**src/rtl/viterbi_pack_pkg.sv**
```systemverilog
// Shared types for the Viterbi symbol packer: symbol encoding, frame entry layout
// and default geometry of the packed frame.
package viterbi_pack_pkg;

  localparam int PKG_B_LEN      = 2;
  localparam int PKG_B_WIDTH    = 8;
  localparam int PKG_FRAME_LEN  = 16;
  localparam int PKG_FIFO_DEPTH = 4;

  localparam int BATCHES_PER_FRAME = PKG_FRAME_LEN / PKG_B_LEN;

  typedef logic signed [1:0] sym_t;

  typedef struct packed {
    sym_t [PKG_FRAME_LEN-1:0]   symbols;
    logic [2*PKG_B_WIDTH-1:0]   max_energy;
    logic                       high_flag;
  } frame_entry_t;

  function automatic int batches_per_frame(input int frame_len, input int b_len);
    return frame_len / b_len;
  endfunction

endpackage

```
**src/rtl/symbol_frame_fifo.sv**
```systemverilog
// Show-ahead synchronous FIFO: the head entry is always visible on pop_data.
// A push into a full FIFO is accepted only when a pop happens on the same edge.
module symbol_frame_fifo #(
  parameter int WIDTH = 8,
  parameter int DEPTH = 4
) (
  input  logic             clk,
  input  logic             rst_n,
  input  logic             push,
  input  logic [WIDTH-1:0] push_data,
  input  logic             pop,
  output logic [WIDTH-1:0] pop_data,
  output logic             full,
  output logic             empty
);

  localparam int AW = $clog2(DEPTH);

  logic [AW:0]      wr_ptr;
  logic [AW:0]      rd_ptr;
  logic [WIDTH-1:0] mem [DEPTH];
  logic             do_pop;
  logic             do_push;

  // Extra pointer bit distinguishes full from empty when the slot indices match.
  assign empty   = (wr_ptr == rd_ptr);
  assign full    = (wr_ptr[AW] != rd_ptr[AW]) && (wr_ptr[AW-1:0] == rd_ptr[AW-1:0]);
  assign do_pop  = pop && !empty;
  assign do_push = push && (!full || do_pop);

  assign pop_data = mem[rd_ptr[AW-1:0]];

  always_ff @(posedge clk or negedge rst_n) begin
    if (!rst_n) begin
      wr_ptr <= '0;
      rd_ptr <= '0;
    end else begin
      if (do_push) wr_ptr <= wr_ptr + 1'b1;
      if (do_pop)  rd_ptr <= rd_ptr + 1'b1;
    end
  end

  always_ff @(posedge clk) begin
    if (do_push) mem[wr_ptr[AW-1:0]] <= push_data;
  end

endmodule

```
**src/rtl/viterbi_symbol_packer.sv**
```systemverilog
// Packs B_LEN decided symbols per cycle into FRAME_LEN-symbol frames tagged with
// their peak energy and a threshold flag, and queues them for a valid/ready consumer.
module viterbi_symbol_packer
  import viterbi_pack_pkg::*;
#(
  parameter int B_LEN      = PKG_B_LEN,
  parameter int B_WIDTH    = PKG_B_WIDTH,
  parameter int FRAME_LEN  = PKG_FRAME_LEN,
  parameter int FIFO_DEPTH = PKG_FIFO_DEPTH
) (
  input  logic                   clk,
  input  logic                   rst_n,
  input  logic                   in_valid,
  input  sym_t [B_LEN-1:0]       final_symbols,
  input  logic [2*B_WIDTH-1:0]   global_static_energy,
  input  logic [2*B_WIDTH-1:0]   energy_thresh,
  input  logic                   frame_restart,
  input  logic                   clear_overflow,
  output logic                   out_valid,
  input  logic                   out_ready,
  output sym_t [FRAME_LEN-1:0]   out_frame,
  output logic [2*B_WIDTH-1:0]   out_max_energy,
  output logic                   out_high_energy,
  output logic                   overflow
);

  localparam int EW    = 2 * B_WIDTH;
  localparam int BPF   = batches_per_frame(FRAME_LEN, B_LEN);
  localparam int CNT_W = (BPF > 1) ? $clog2(BPF) : 1;

  generate
    if ((FRAME_LEN % B_LEN) != 0) begin : g_bad_frame_len
      $error("FRAME_LEN must be an integer multiple of B_LEN");
    end
    if ((FIFO_DEPTH < 2) || ((FIFO_DEPTH & (FIFO_DEPTH - 1)) != 0)) begin : g_bad_depth
      $error("FIFO_DEPTH must be a power of two and at least 2");
    end
  endgenerate

  typedef struct packed {
    sym_t [FRAME_LEN-1:0] symbols;
    logic [EW-1:0]        max_energy;
    logic                 high_flag;
  } entry_t;

  function automatic logic [EW-1:0] umax(input logic [EW-1:0] a, input logic [EW-1:0] b);
    return (a > b) ? a : b;
  endfunction

  logic [CNT_W-1:0]     batch_cnt;
  sym_t [FRAME_LEN-1:0] part_frame;
  logic [EW-1:0]        run_max;
  logic                 overflow_q;

  logic                 first_batch;
  logic                 last_batch;
  sym_t [FRAME_LEN-1:0] frame_nxt;
  logic [EW-1:0]        max_nxt;
  logic                 push_req;
  logic                 ovf_set;
  entry_t               push_entry;
  entry_t               head_entry;
  logic                 fifo_full;
  logic                 fifo_empty;

  assign first_batch = (batch_cnt == '0);
  assign last_batch  = (batch_cnt == CNT_W'(BPF - 1));

  // Oldest symbols drift toward the top index; the newest batch lands at [B_LEN-1:0].
  always_comb begin
    frame_nxt              = part_frame << (2 * B_LEN);
    frame_nxt[B_LEN-1:0]   = final_symbols;
  end

  assign max_nxt  = first_batch ? global_static_energy : umax(run_max, global_static_energy);
  assign push_req = in_valid && last_batch && !frame_restart;
  // A full FIFO is never empty, so out_ready alone tells whether a pop frees a slot.
  assign ovf_set  = push_req && fifo_full && !out_ready;

  assign push_entry.symbols    = frame_nxt;
  assign push_entry.max_energy = max_nxt;
  assign push_entry.high_flag  = (max_nxt > energy_thresh);

  always_ff @(posedge clk or negedge rst_n) begin
    if (!rst_n) begin
      batch_cnt  <= '0;
      part_frame <= '0;
      run_max    <= '0;
      overflow_q <= 1'b0;
    end else begin
      if (frame_restart) begin
        // A restart that lands on a completing batch discards that batch too.
        if (in_valid && !last_batch) begin
          part_frame <= frame_nxt;
          run_max    <= global_static_energy;
          batch_cnt  <= CNT_W'(1);
        end else begin
          batch_cnt  <= '0;
        end
      end else if (in_valid) begin
        part_frame <= frame_nxt;
        run_max    <= max_nxt;
        batch_cnt  <= last_batch ? '0 : batch_cnt + 1'b1;
      end

      if (ovf_set)             overflow_q <= 1'b1;
      else if (clear_overflow) overflow_q <= 1'b0;
    end
  end

  symbol_frame_fifo #(
    .WIDTH ($bits(entry_t)),
    .DEPTH (FIFO_DEPTH)
  ) u_fifo (
    .clk       (clk),
    .rst_n     (rst_n),
    .push      (push_req),
    .push_data (push_entry),
    .pop       (out_ready),
    .pop_data  (head_entry),
    .full      (fifo_full),
    .empty     (fifo_empty)
  );

  // Head data is forced to zero while nothing is queued so reset leaves every output at 0.
  assign out_valid       = !fifo_empty;
  assign out_frame       = out_valid ? head_entry.symbols    : '0;
  assign out_max_energy  = out_valid ? head_entry.max_energy : '0;
  assign out_high_energy = out_valid && head_entry.high_flag;
  assign overflow        = overflow_q;

endmodule

```
**config.mk**
```make
export PLATFORM = sky130hd
export DESIGN_NAME = viterbi_symbol_packer
export DESIGN_NICKNAME = d
export VERILOG_FILES = /design/src/rtl/viterbi_pack_pkg.sv /design/src/rtl/symbol_frame_fifo.sv /design/src/rtl/viterbi_symbol_packer.sv
export SDC_FILE = /design/constraint.sdc
export NUM_CORES = 1
export LEC_CHECK = 0
export ABC_AREA = 1
export ABC_CLOCK_PERIOD_IN_PS = 9870
export CORE_AREA = 4 4 216 218
export CTS_BUF_LIST = sky130_fd_sc_hd__clkbuf_4 sky130_fd_sc_hd__clkbuf_8
export DETAILED_ROUTE_END_ITERATION = 8
export DIE_AREA = 0 0 220 222
export GPL_ROUTABILITY_DRIVEN = 0
export PLACE_DENSITY_LB_ADDON = 0.15
export SLEW_MARGIN = 40
export SYNTH_ARGS = -nofsm -noshare
export SYNTH_HDL_FRONTEND = slang
export SYNTH_SLANG_ARGS = --single-unit
```
**constraint.sdc**
```tcl
create_clock -name clk -period 9.87 [get_ports clk]
set_clock_uncertainty 0.15 [all_clocks]
set_input_delay 1.974 -clock clk [delete_from_list [all_inputs] [get_ports clk]]
set_output_delay 1.974 -clock clk [all_outputs]
set_load 0.1 [all_outputs]
```
# After elaboration in Yosys (flattened, before gate mapping)

Memory sizes are Yosys's and may differ from the RTL's.
Cells that the tools add are included.

Input bits: 42
Output and inout bits: 51
Logic and storage cells: 67
Memories: 1
RAM bits: 196
Register bits after elaboration: 54

Memory list:

| memory     | depth | width | rd ports | clocked after memory_dff | wr ports | RTL line                | RTL |
|---|---|---|---|---|---|---|---|
| u_fifo.mem | 4     | 49    | 1        | 0                        | 1        | symbol_frame_fifo.sv:21 | `logic [WIDTH-1:0] mem [DEPTH];` |

Add/sub/neg operators: 3
Reduce and logical (&&, ||, !) cells: 19
$lt $le $gt $ge: 2
Equal/unequal tests: 5
Multiplexer cells: 18

Operator list:

| kind                  | number |
|---|---|
| $mux W16              | 6 |
| $mux W28              | 3 |
| $gt A16 B16 Y1        | 2 |
| $mux W32              | 1 |
| $add A3 B1 Y3 const B | 3 |
| $logic_and A1 B1 Y1   | 9 |
| $mux W3               | 3 |
| $logic_not A1 Y1      | 5 |
| $mux W1               | 5 |
| $reduce_bool A2 Y1    | 2 |
| $eq A3 B3 Y1          | 1 |
| $eq A3 B3 Y1 const B  | 1 |
| $logic_not A3 Y1      | 1 |
| $eq A2 B2 Y1          | 1 |
| $ne A2 B1 Y1 const B  | 1 |
| $reduce_and A2 Y1     | 1 |
| $logic_or A1 B1 Y1    | 1 |
| $ne A1 B1 Y1          | 1 |

# Logic depth before layout (Yosys ltp)

Gate-level depths: netlist (run 1).

Word-level depth: 7
Gate-level depth with buffers: 22

# Modules after synthesis

From an unflattened synthesis (run 1), not the netlist that was laid out.

Cell total of the unflattened synthesis: 1073
Area, all modules: 11222.0 um2

By module, submodules not included:

| module                | area each (um2) | seq. area each (um2) | cells an instance | times used |
|---|---|---|---|---|
| symbol_frame_fifo     | 7657.3          | 6035.8               | 533               | 1 |
| viterbi_symbol_packer | 3564.7          | 1201.2               | 540               | 1 |

# Worst setup path before layout (run 1)

Ideal clock, no wire load.

Kind: input to register
Start: input in_valid
End: memory u_fifo.mem[0][0] (netlist name) (enable)
Data arrival time: 4623 ps
Library setup time: 456 ps
Cell stages on the path: 4
Slack: 4641 ps
Data required time: 9264 ps
Buffers on the path: 0
Path through: inv_1 nor2_1 nand3_2 nor2_1

Longest elaborated chain between the ends: 5

RTL lines:

| what                              | RTL line                    | RTL |
|---|---|---|
| start: declaration                | viterbi_symbol_packer.sv:13 | `input logic in_valid,` |
| $logic_and A1 B1 Y1 (2 in series) | viterbi_symbol_packer.sv:76 | `assign push_req = in_valid && last_batch && !frame_restart;` |
| $logic_and A1 B1 Y1               | symbol_frame_fifo.sv:29     | `assign do_push = push && (!full \|\| do_pop);` |
| $mux W1                           | symbol_frame_fifo.sv:44     | `if (do_push) mem[wr_ptr[AW-1:0]] <= push_data;` |
| $mux W1 (implied by the code)     | symbol_frame_fifo.sv:44     |  |
| end: declaration                  | symbol_frame_fifo.sv:21     |  |

No other way between the ends.

==> results.toml, run 1 <==
[setup_path]
r2r_cells = 16
critical_path_required_ps = 10040
path_cells = "clkdlybuf4s50_1 -> inv_1 -> ha_1 -> nand2_1 -> inv_1 -> nand3_1 -> nor2_1 -> a22oi_4 -> nand2_4 -> nand2_2 -> nand2_1 -> ha_1 -> a21oi_1 -> o21ai_0 -> nand4_1 -> o211ai_1 -> nand2_1 -> a21oi_1"
startpoint_type = "primary input"
crit_top_cell = "nand2_1"
cp_slowest_stage_delay_ps = 530
path_depth = 18
arrival_ps = 5420
end_kind = "register"
crit_family = "compound AO/OA/AOI/OAI gates"
critical_path_class = "in2reg"
cp.buffers_inverters = 3
cpMaxStageDelayCell = "clkdlybuf4s50_1"
critPathMaxFanout = 17

[sta]
fin_tns_setup_ps = 0
relSlewSlack_pct = 46.2
worst_slew_pin_slew_ps = 807
final_max_slew_viol_count = 0
grt_setup_unrepaired = "false"
finalCriticalPeriod_ps = 5250
setup_viol = 0
hold_viol = 0
final.period_utilization_pct = 53.2
fmax_ghz = 0.190

[floorplan]
placement_rows = 78
core_um2 = 44900
die_height_um = 222
start_util_pct = 24.8
dieArea_um2 = 48800
ioPinCount = 93
die_w_um = 220

[yosys]
synth.area.top_cells = "edfxtp_1 53%, dfrtp_1 12%, nand2_1 8.0%"
synth_top_area_share_pct = 52.9
synth.ff_latch_count = 250
syn_avg_cell_area_um2 = 10.6
synthesis.nets = 1136
synth.most_common_cell = "nand2_1"
yosysUniqueCellTypes = 29
synthArstFlopShare_pct = 21.6
ys_warn_count = 0
synth-edff-count = 196
netlist_instances = 1054
netlist_area_um2 = 11100
post-synth-top-area-cell = "edfxtp_1"
synth_common_cells = "237 x nand2_1, 196 x edfxtp_1, 120 x o21ai_0"
ys_seq_area_share_pct = 65.0
ys.flop_type = "edfxtp_1"

[min_path]
hp-class = "reg2reg"
min_path_cells = 1

[place]
placed_cells = 1715
port_buffers = 92
placed_area_um2 = 12600
hpwl_um = 17900

[clock_network]
cts_resized = 0
cts.htree.levels = 2
cts_hold_buf = 0
path_clk_slew_ps = 70
cts_tree = "yes"
clock_latency_ps = 550
cts_buffer_depth = 3
cts-buffers-inserted = 45
cts_sinks = 250
cts_setup_buffers = 0
clock-root-buffer = "clkbuf_8"

[global_routing]
grt_pass1_vias = 7876
grtUsageTotal_pct = 12.2
grt_max_degree = 100
grt-ovfl-total = 0
grt_pass1_wl_um = 46500
antenna_found_initial = 0

[detailed_routing]
ant_nets = 0
drc = 0
viasPerCell = 4.35
wl_um = 29900
drt_iter0_drc = 396
detail_route.wl_per_cell_um = 16.6
drt-pass1-iter-count = 4
via_count = 7806

[job]
cap_viol_max_count = 0

[finish]
final_nets = 1244
area_delta_synth_final_pct = 21.2
drive_above_1_share_pct = 14.5
instances_no_fill = 1795
antenna_cells = 0
final_util_pct = 30.1
final_area_um2 = 13500

[outcome]
status = "complete, no violations"
path summary, 6_finish.rpt:
| kind | from | slack, ps | to |
|---|---|---|---|
| worst max-delay path | global_static_energy[3] | 4620 | u_fifo.mem[0][0] |
| worst min-delay path | u_fifo.wr_ptr[2] | 340 | u_fifo.wr_ptr[2] |
| worst max register to register | run_max[11] | 6210 | u_fifo.mem[0][0] |
| worst min register to register | u_fifo.wr_ptr[2] | 340 | u_fifo.wr_ptr[2] |
| max in group asynchronous | rst_n | 7720 | u_fifo.rd_ptr[0] |
| min in group asynchronous | rst_n | 1400 | u_fifo.wr_ptr[2] |
stage by stage:
stage	setup slack, ps	hold WS, ps
CTS	4600	343
global placement	4030	336
global route	4350	360
floorplan	4640	312
finish	4620	340
detailed placement	4040	327
kinds of logic (layout without fill, tap and decap cells):
group | after synthesis | after routing | synth area share [%]
flops | 250 | 250 | 65.0
xor+xnor | 5 | 5 | 0.394
simple gates | 413 | 413 | 15.2
buf+inv | 157 | 298 | 5.60
compound gates | 189 | 189 | 9.25
fa+ha+maj | 40 | 40 | 4.50
cells in the final DEF, fill, tap and decap left out, drive strengths merged, types with 2 or more instances in the layout:
cell           instances
edfxtp               196
buf                   69
xnor2                  2
nand4                  7
xor2                   3
ha                    40
clkinv                 9
a21oi                 16
inv                  109
clkbuf                70
dfrtp                 54
nand3                 37
o22ai                 50
clkdlybuf4s50         40
o21ai                120
nand2                251
nor2                 117
sequential cells by signal, indices dropped and copies added, names as in the netlist:
register and cells:
u_fifo.rd_ptr 3, overflow 1, u_fifo.wr_ptr 3, batch_cnt 3, u_fifo.mem 196, run_max 16, frame_nxt 28
metal layers:
layer | track usage [%] | routed length (um) | up-vias | part of all wire, %
met2 | 19.8 | 14100 | 172 | 47
met5 | 0 | 0 | - | 0
met1 | 16.9 | 14000 | 3794 | 47
li1 | - | - | 3794 | -
met3 | 2.15 | 1260 | 46 | 4.2
met4 | 3.04 | 529 | 0 | 1.8
final cells by class:
cell class,count,area (um^2)
fillers,4720,31400
inverters,109,409
well taps,600,751
clock buffers,70,851
flip-flops and latches,250,7240
repair buffers,109,871
clock inverters,10,72.6
multi-input cells,647,3300
worst reg2reg max path, cell delays in order, from the launching register on:
cell	delay (ps)
dfrtp_1	410
ha_1	300
nand2_1	100
nor2_1	60
nand2_2	90
inv_2	60
a22oi_4	470
nand2_4	280
nand2_2	140
nand2_1	150
ha_1	350
a21oi_1	60
o21ai_0	250
nand4_1	120
o211ai_1	110
nand2_1	70
a21oi_1	280
Power of run 1 is not shown: default switching activity piles up to over one toggle a cycle in this logic, so the estimate is an artifact.
==> inputs of run 2 (changes only) <==
- ABC_CLOCK_PERIOD_IN_PS: 9870 -> 4500
- clock period: 9.87 -> 4.5 ns (I/O delays scaled with it)
==> results.toml, run 2 (synthesis gave the netlist of run 1 again) <==
[outcome]
status = "complete, no violations"

[clock_network]
cts_resized = 0
cts_buffer_depth = 3
path_clk_slew_ps = 60
cts_sinks = 250
clock_latency_ps = 600
cts_setup_buffers = 0
clock-root-buffer = "clkbuf_8"
cts.htree.levels = 2
cts_tree = "yes"
cts_hold_buf = 0
cts-buffers-inserted = 46

[finish]
final_nets = 1255
area_delta_synth_final_pct = 28.6
antenna_cells = 0
largest_reg_flops = 196
final_area_um2 = 14300
multi_input_area_um2 = 3300
register_area_um2 = 7240
layout_commonest_cell = "nand2_1"
nFillCells = 4668
instances_no_fill = 1811
drive_above_1_share_pct = 15.6
final_cell_mix = "237 x nand2_1, 196 x edfxtp_1, 120 x o21ai_0"

[setup_path]
critical_path_class = "in2reg"
critical_path_required_ps = 4680
startpoint_type = "primary input"
critPathMaxFanout = 11
arrival_ps = 3940
end_kind = "register"

[detailed_routing]
drt_iter0_drc = 333
ant_nets = 0
maxUsedRoutingLayer = "met4"
met1_length_um = 13600
detail_route.wl_per_cell_um = 16.4
viasPerCell = 4.24
route.met2.wl_um = 14300
via_count = 7686
drc = 0
drt-pass1-iter-count = 4
wl_met3_um = 1160
wl_um = 29700

[sta]
fin_tns_setup_ps = 0
relSlewSlack_pct = 50.0
worst_slew_pin_slew_ps = 749
setup_ws_ps = 741
final.period_utilization_pct = 83.5
fmax_ghz = 0.266
hold_viol = 0
grt_setup_unrepaired = "false"
setup_viol = 0
final_max_slew_viol_count = 0
finalCriticalPeriod_ps = 3760

[global_routing]
grt_max_degree = 101
grt_pass1_vias = 8120
grt_pass1_wl_um = 47000
antenna_found_initial = 0
grt-ovfl-total = 0
grtUsageTotal_pct = 12.3

[job]
cap_viol_max_count = 0

[floorplan]
ioPinCount = 93
placement_rows = 78
die_height_um = 222
core_um2 = 44900
start_util_pct = 24.8
dieArea_um2 = 48800
die_w_um = 220

[place]
hpwl_um = 18000
place_worst_setup_slack_ps = 49.7
placed_cells = 1725
placed_area_um2 = 13300
port_buffers = 92

[min_path]
hp-class = "in2async"
## run 2: cell count changes in the layout (fill, tap and decap cells not counted), sizes merged
cell and delta:
bufinv -1, inv -1, clkinvlp +1, buf +10, clkbuf +7
## run 2: worst paths after layout
check / startpoint / endpoint / slack, ps / cells past startpoint
worst max-delay path: global_static_energy[13] / u_fifo.mem[2][0] / 740 / 16
worst min register to register: u_fifo.wr_ptr[2] / u_fifo.wr_ptr[2] / 340 / 1
worst min-delay path: rst_n / run_max[2] / 130 / 1
max in group asynchronous: rst_n / frame_nxt[21] / 3400 / 2
worst max register to register: run_max[11] / u_fifo.mem[2][0] / 1200 / 14
min in group clk: u_fifo.wr_ptr[2] / u_fifo.wr_ptr[2] / 340 / 1
## run 2: layer usage
layer | global-route usage [%] | vias up
met2 | 20.5 | 137
met3 | 2.95 | 48
met1 | 16.1 | 3685
met4 | 3.28 | 0
met5 | 0 | -
li1 | - | 3816
## run 2: layout make-up
cell class	count	share of cell area (%)
Tap cell	600	5.25
Timing Repair Buffer	119	11.5
Clock inverter	9	0.367
Sequential cell	250	50.6
Clock buffer	77	6.40
Multi-Input combinational cell	647	23.1
Inverter	109	2.86
## run 2: worst max-delay path: stages
cell and delay [ps]:
clkdlybuf4s50_1 500, inv_1 60, ha_1 300, nand2_1 120
nor2_4 40, nand2_2 90, inv_2 70, a22oi_4 270
nand2_4 190, buf_4 210, nand2_1 90, nand2_1 170
ha_1 350, nand4_1 150, nor4_1 310, a21oi_1 110
## run 2: per-stage QoR
step	hold slack, ps	util [%]
4_1_cts	99.0	31.9
5_1_grt	93.1	31.9
6_report	132	31.9
3_3_place_gp	326	29.7
2_1_floorplan	312	-
3_5_place_dp	330	29.7
Power of run 2 is left out for the same reason.
==> inputs of run 3 (changes only) <==
- ABC_CLOCK_PERIOD_IN_PS: 4500 -> 3740
- clock period: 4.5 -> 3.74 ns (I/O delays scaled with it)
==> results.toml, run 3 (synthesis gave the netlist of run 1 again) <==
[outcome]
status = "complete, no violations"

[finish]
final_area_um2 = 14700
nFillCells = 4634
area_delta_synth_final_pct = 32.4
drive_above_1_share_pct = 18.8
largest_reg_flops = 196
final_nets = 1309
final_cell_mix = "237 x nand2_1, 196 x edfxtp_1, 120 x o21ai_0"
antenna_cells = 0
layout_commonest_cell = "nand2_1"

[floorplan]
die_w_um = 220
dieArea_um2 = 48800
core_um2 = 44900
ioPinCount = 93
start_util_pct = 24.8
die_height_um = 222
placement_rows = 78

[detailed_routing]
drc = 0
drt-pass1-iter-count = 4
route.met2.wl_um = 14400
ant_nets = 0
drt_iter0_drc = 296
met1_length_um = 13900
via_count = 7891
wl_met3_um = 1140
detail_route.wl_per_cell_um = 16.1
maxUsedRoutingLayer = "met4"
wl_um = 30000
viasPerCell = 4.24

[clock_network]
clock_latency_ps = 570
cts_buffer_depth = 3
cts_setup_buffers = 0
cts-buffers-inserted = 46
cts_tree = "yes"
cts.htree.levels = 2
cts_hold_buf = 1
clock-root-buffer = "clkbuf_8"
cts_sinks = 250
path_clk_slew_ps = 60
cts_resized = 0

[min_path]
min_to = "u_fifo.wr_ptr[2]"
min_path_cells = 1
hp-start = "u_fifo.wr_ptr[2]"
hp-class = "reg2reg"

[power_and_ir_drop]
leakagePower_nw = 6.25
p_total_mw = 13.8
power_density_nw_per_um2 = 935
vdd_drop_max_mv = 0.717

[global_routing]
grtUsageTotal_pct = 12.3
antenna_found_initial = 0
grt-ovfl-total = 0
grt_pass1_wl_um = 47400
grt_pass1_vias = 8242
grt_max_degree = 65

[setup_path]
arrival_ps = 3650
critPathMaxFanout = 5
critical_path_required_ps = 3930
r2r_cells = 17
startpoint_type = "primary input"
end_kind = "register"
critical_path_class = "in2reg"
reg2reg_to = "u_fifo.mem[2][0]"
r2r_start = "run_max[7]"
reg2reg_slack_ps = 590

[place]
hpwl_um = 18700
placed_area_um2 = 13700
port_buffers = 92

[sta]
grt_setup_unrepaired = "false"
relSlewSlack_pct = 53.3
final_max_slew_viol_count = 0
fmax_ghz = 0.289
hold_viol = 0
finalCriticalPeriod_ps = 3460
worst_slew_pin_slew_ps = 700
setup_viol = 0
final.period_utilization_pct = 92.4

[job]
cap_viol_max_count = 0
-- run 3: changes by cell type in the layout (fill, tap and decap cells not counted), sizes merged --
cell / previous run / this run
buf: 79 / 132
bufinv: 0 / 3
clkbuf: 77 / 68
clkinv: 9 / 10
dlygate4sd3: 0 / 1
inv: 108 / 110
-- run 3: critical path: stages --
cell             delay (ps)
clkdlybuf4s50_1         480
inv_1                    60
ha_1                    290
nand2_1                  50
inv_1                    60
nand3_1                 100
nor2_1                  230
a22oi_4                 100
buf_4                   170
buf_4                   140
nand3_1                  90
nand2_1                 140
ha_1                    330
nand2_1                  70
inv_1                    70
nand4_1                  90
o211ai_1                120
nand2_1                  70
a21oi_1                 250
-- run 3: cell type report --
type | instances | area [um^2] | area share [%]
clock buffers | 68 | 823 | 5.59
clock inverters | 15 | 154 | 1.04
inverters | 109 | 409 | 2.78
multi-input cells | 647 | 3300 | 22.4
flip-flops and latches | 250 | 7240 | 49.1
well taps | 600 | 751 | 5.09
repair buffers | 173 | 2060 | 14.0
-- run 3: worst max-delay path by stage --
stage / from / end / slack [ps]
6_report: global_static_energy[7] / u_fifo.mem[2][0] / 280
5_1_grt: global_static_energy[3] / u_fifo.mem[1][0] / 40
4_1_cts: u_fifo.rd_ptr[0] / out_frame[27] / 270
3_5_place_dp: global_static_energy[7] / u_fifo.mem[2][0] / -280
3_3_place_gp: global_static_energy[11] / u_fifo.mem[2][0] / -230
2_1_floorplan: in_valid / u_fifo.mem[0][0] / -260
-- run 3: stage by stage --
| stage | TNS [ps] | hold slack [ps] | setup WS (ps) | utilization [%] | instances |
|---|---|---|---|---|---|
| after floorplan | -38600 | 302 | -263 | - | 1054 |
| after global placement | -906 | 333 | -227 | 30.6 | 1778 |
| after detailed placement | -1120 | 331 | -281 | 30.6 | 1778 |
| after CTS | 0 | 343 | 273 | 32.8 | 1862 |
| after global routing | 0 | 348 | 44.4 | 32.8 | 1862 |
| final | 0 | 345 | 284 | 32.8 | 1862 |
-- run 3: power breakdown --
part / leakage, nW / switching, mW / total (mW) / internal [mW]
Sequential: 2.44 / 0.122 / 3.30 / 3.18
Combinational: 3.29 / 5.26 / 7.73 / 2.47
Clock: 0.514 / 1.13 / 2.75 / 1.62
Total: 6.25 / 6.51 / 13.8 / 7.27
-- run 3: layer usage --
metal,GRT usage [%],vias to the layer above
li1,-,3934
met1,16.2,3778
met2,20.9,134
met3,2.37,45
met4,3.30,0
met5,0,-
(Power assumes the default switching activity.)
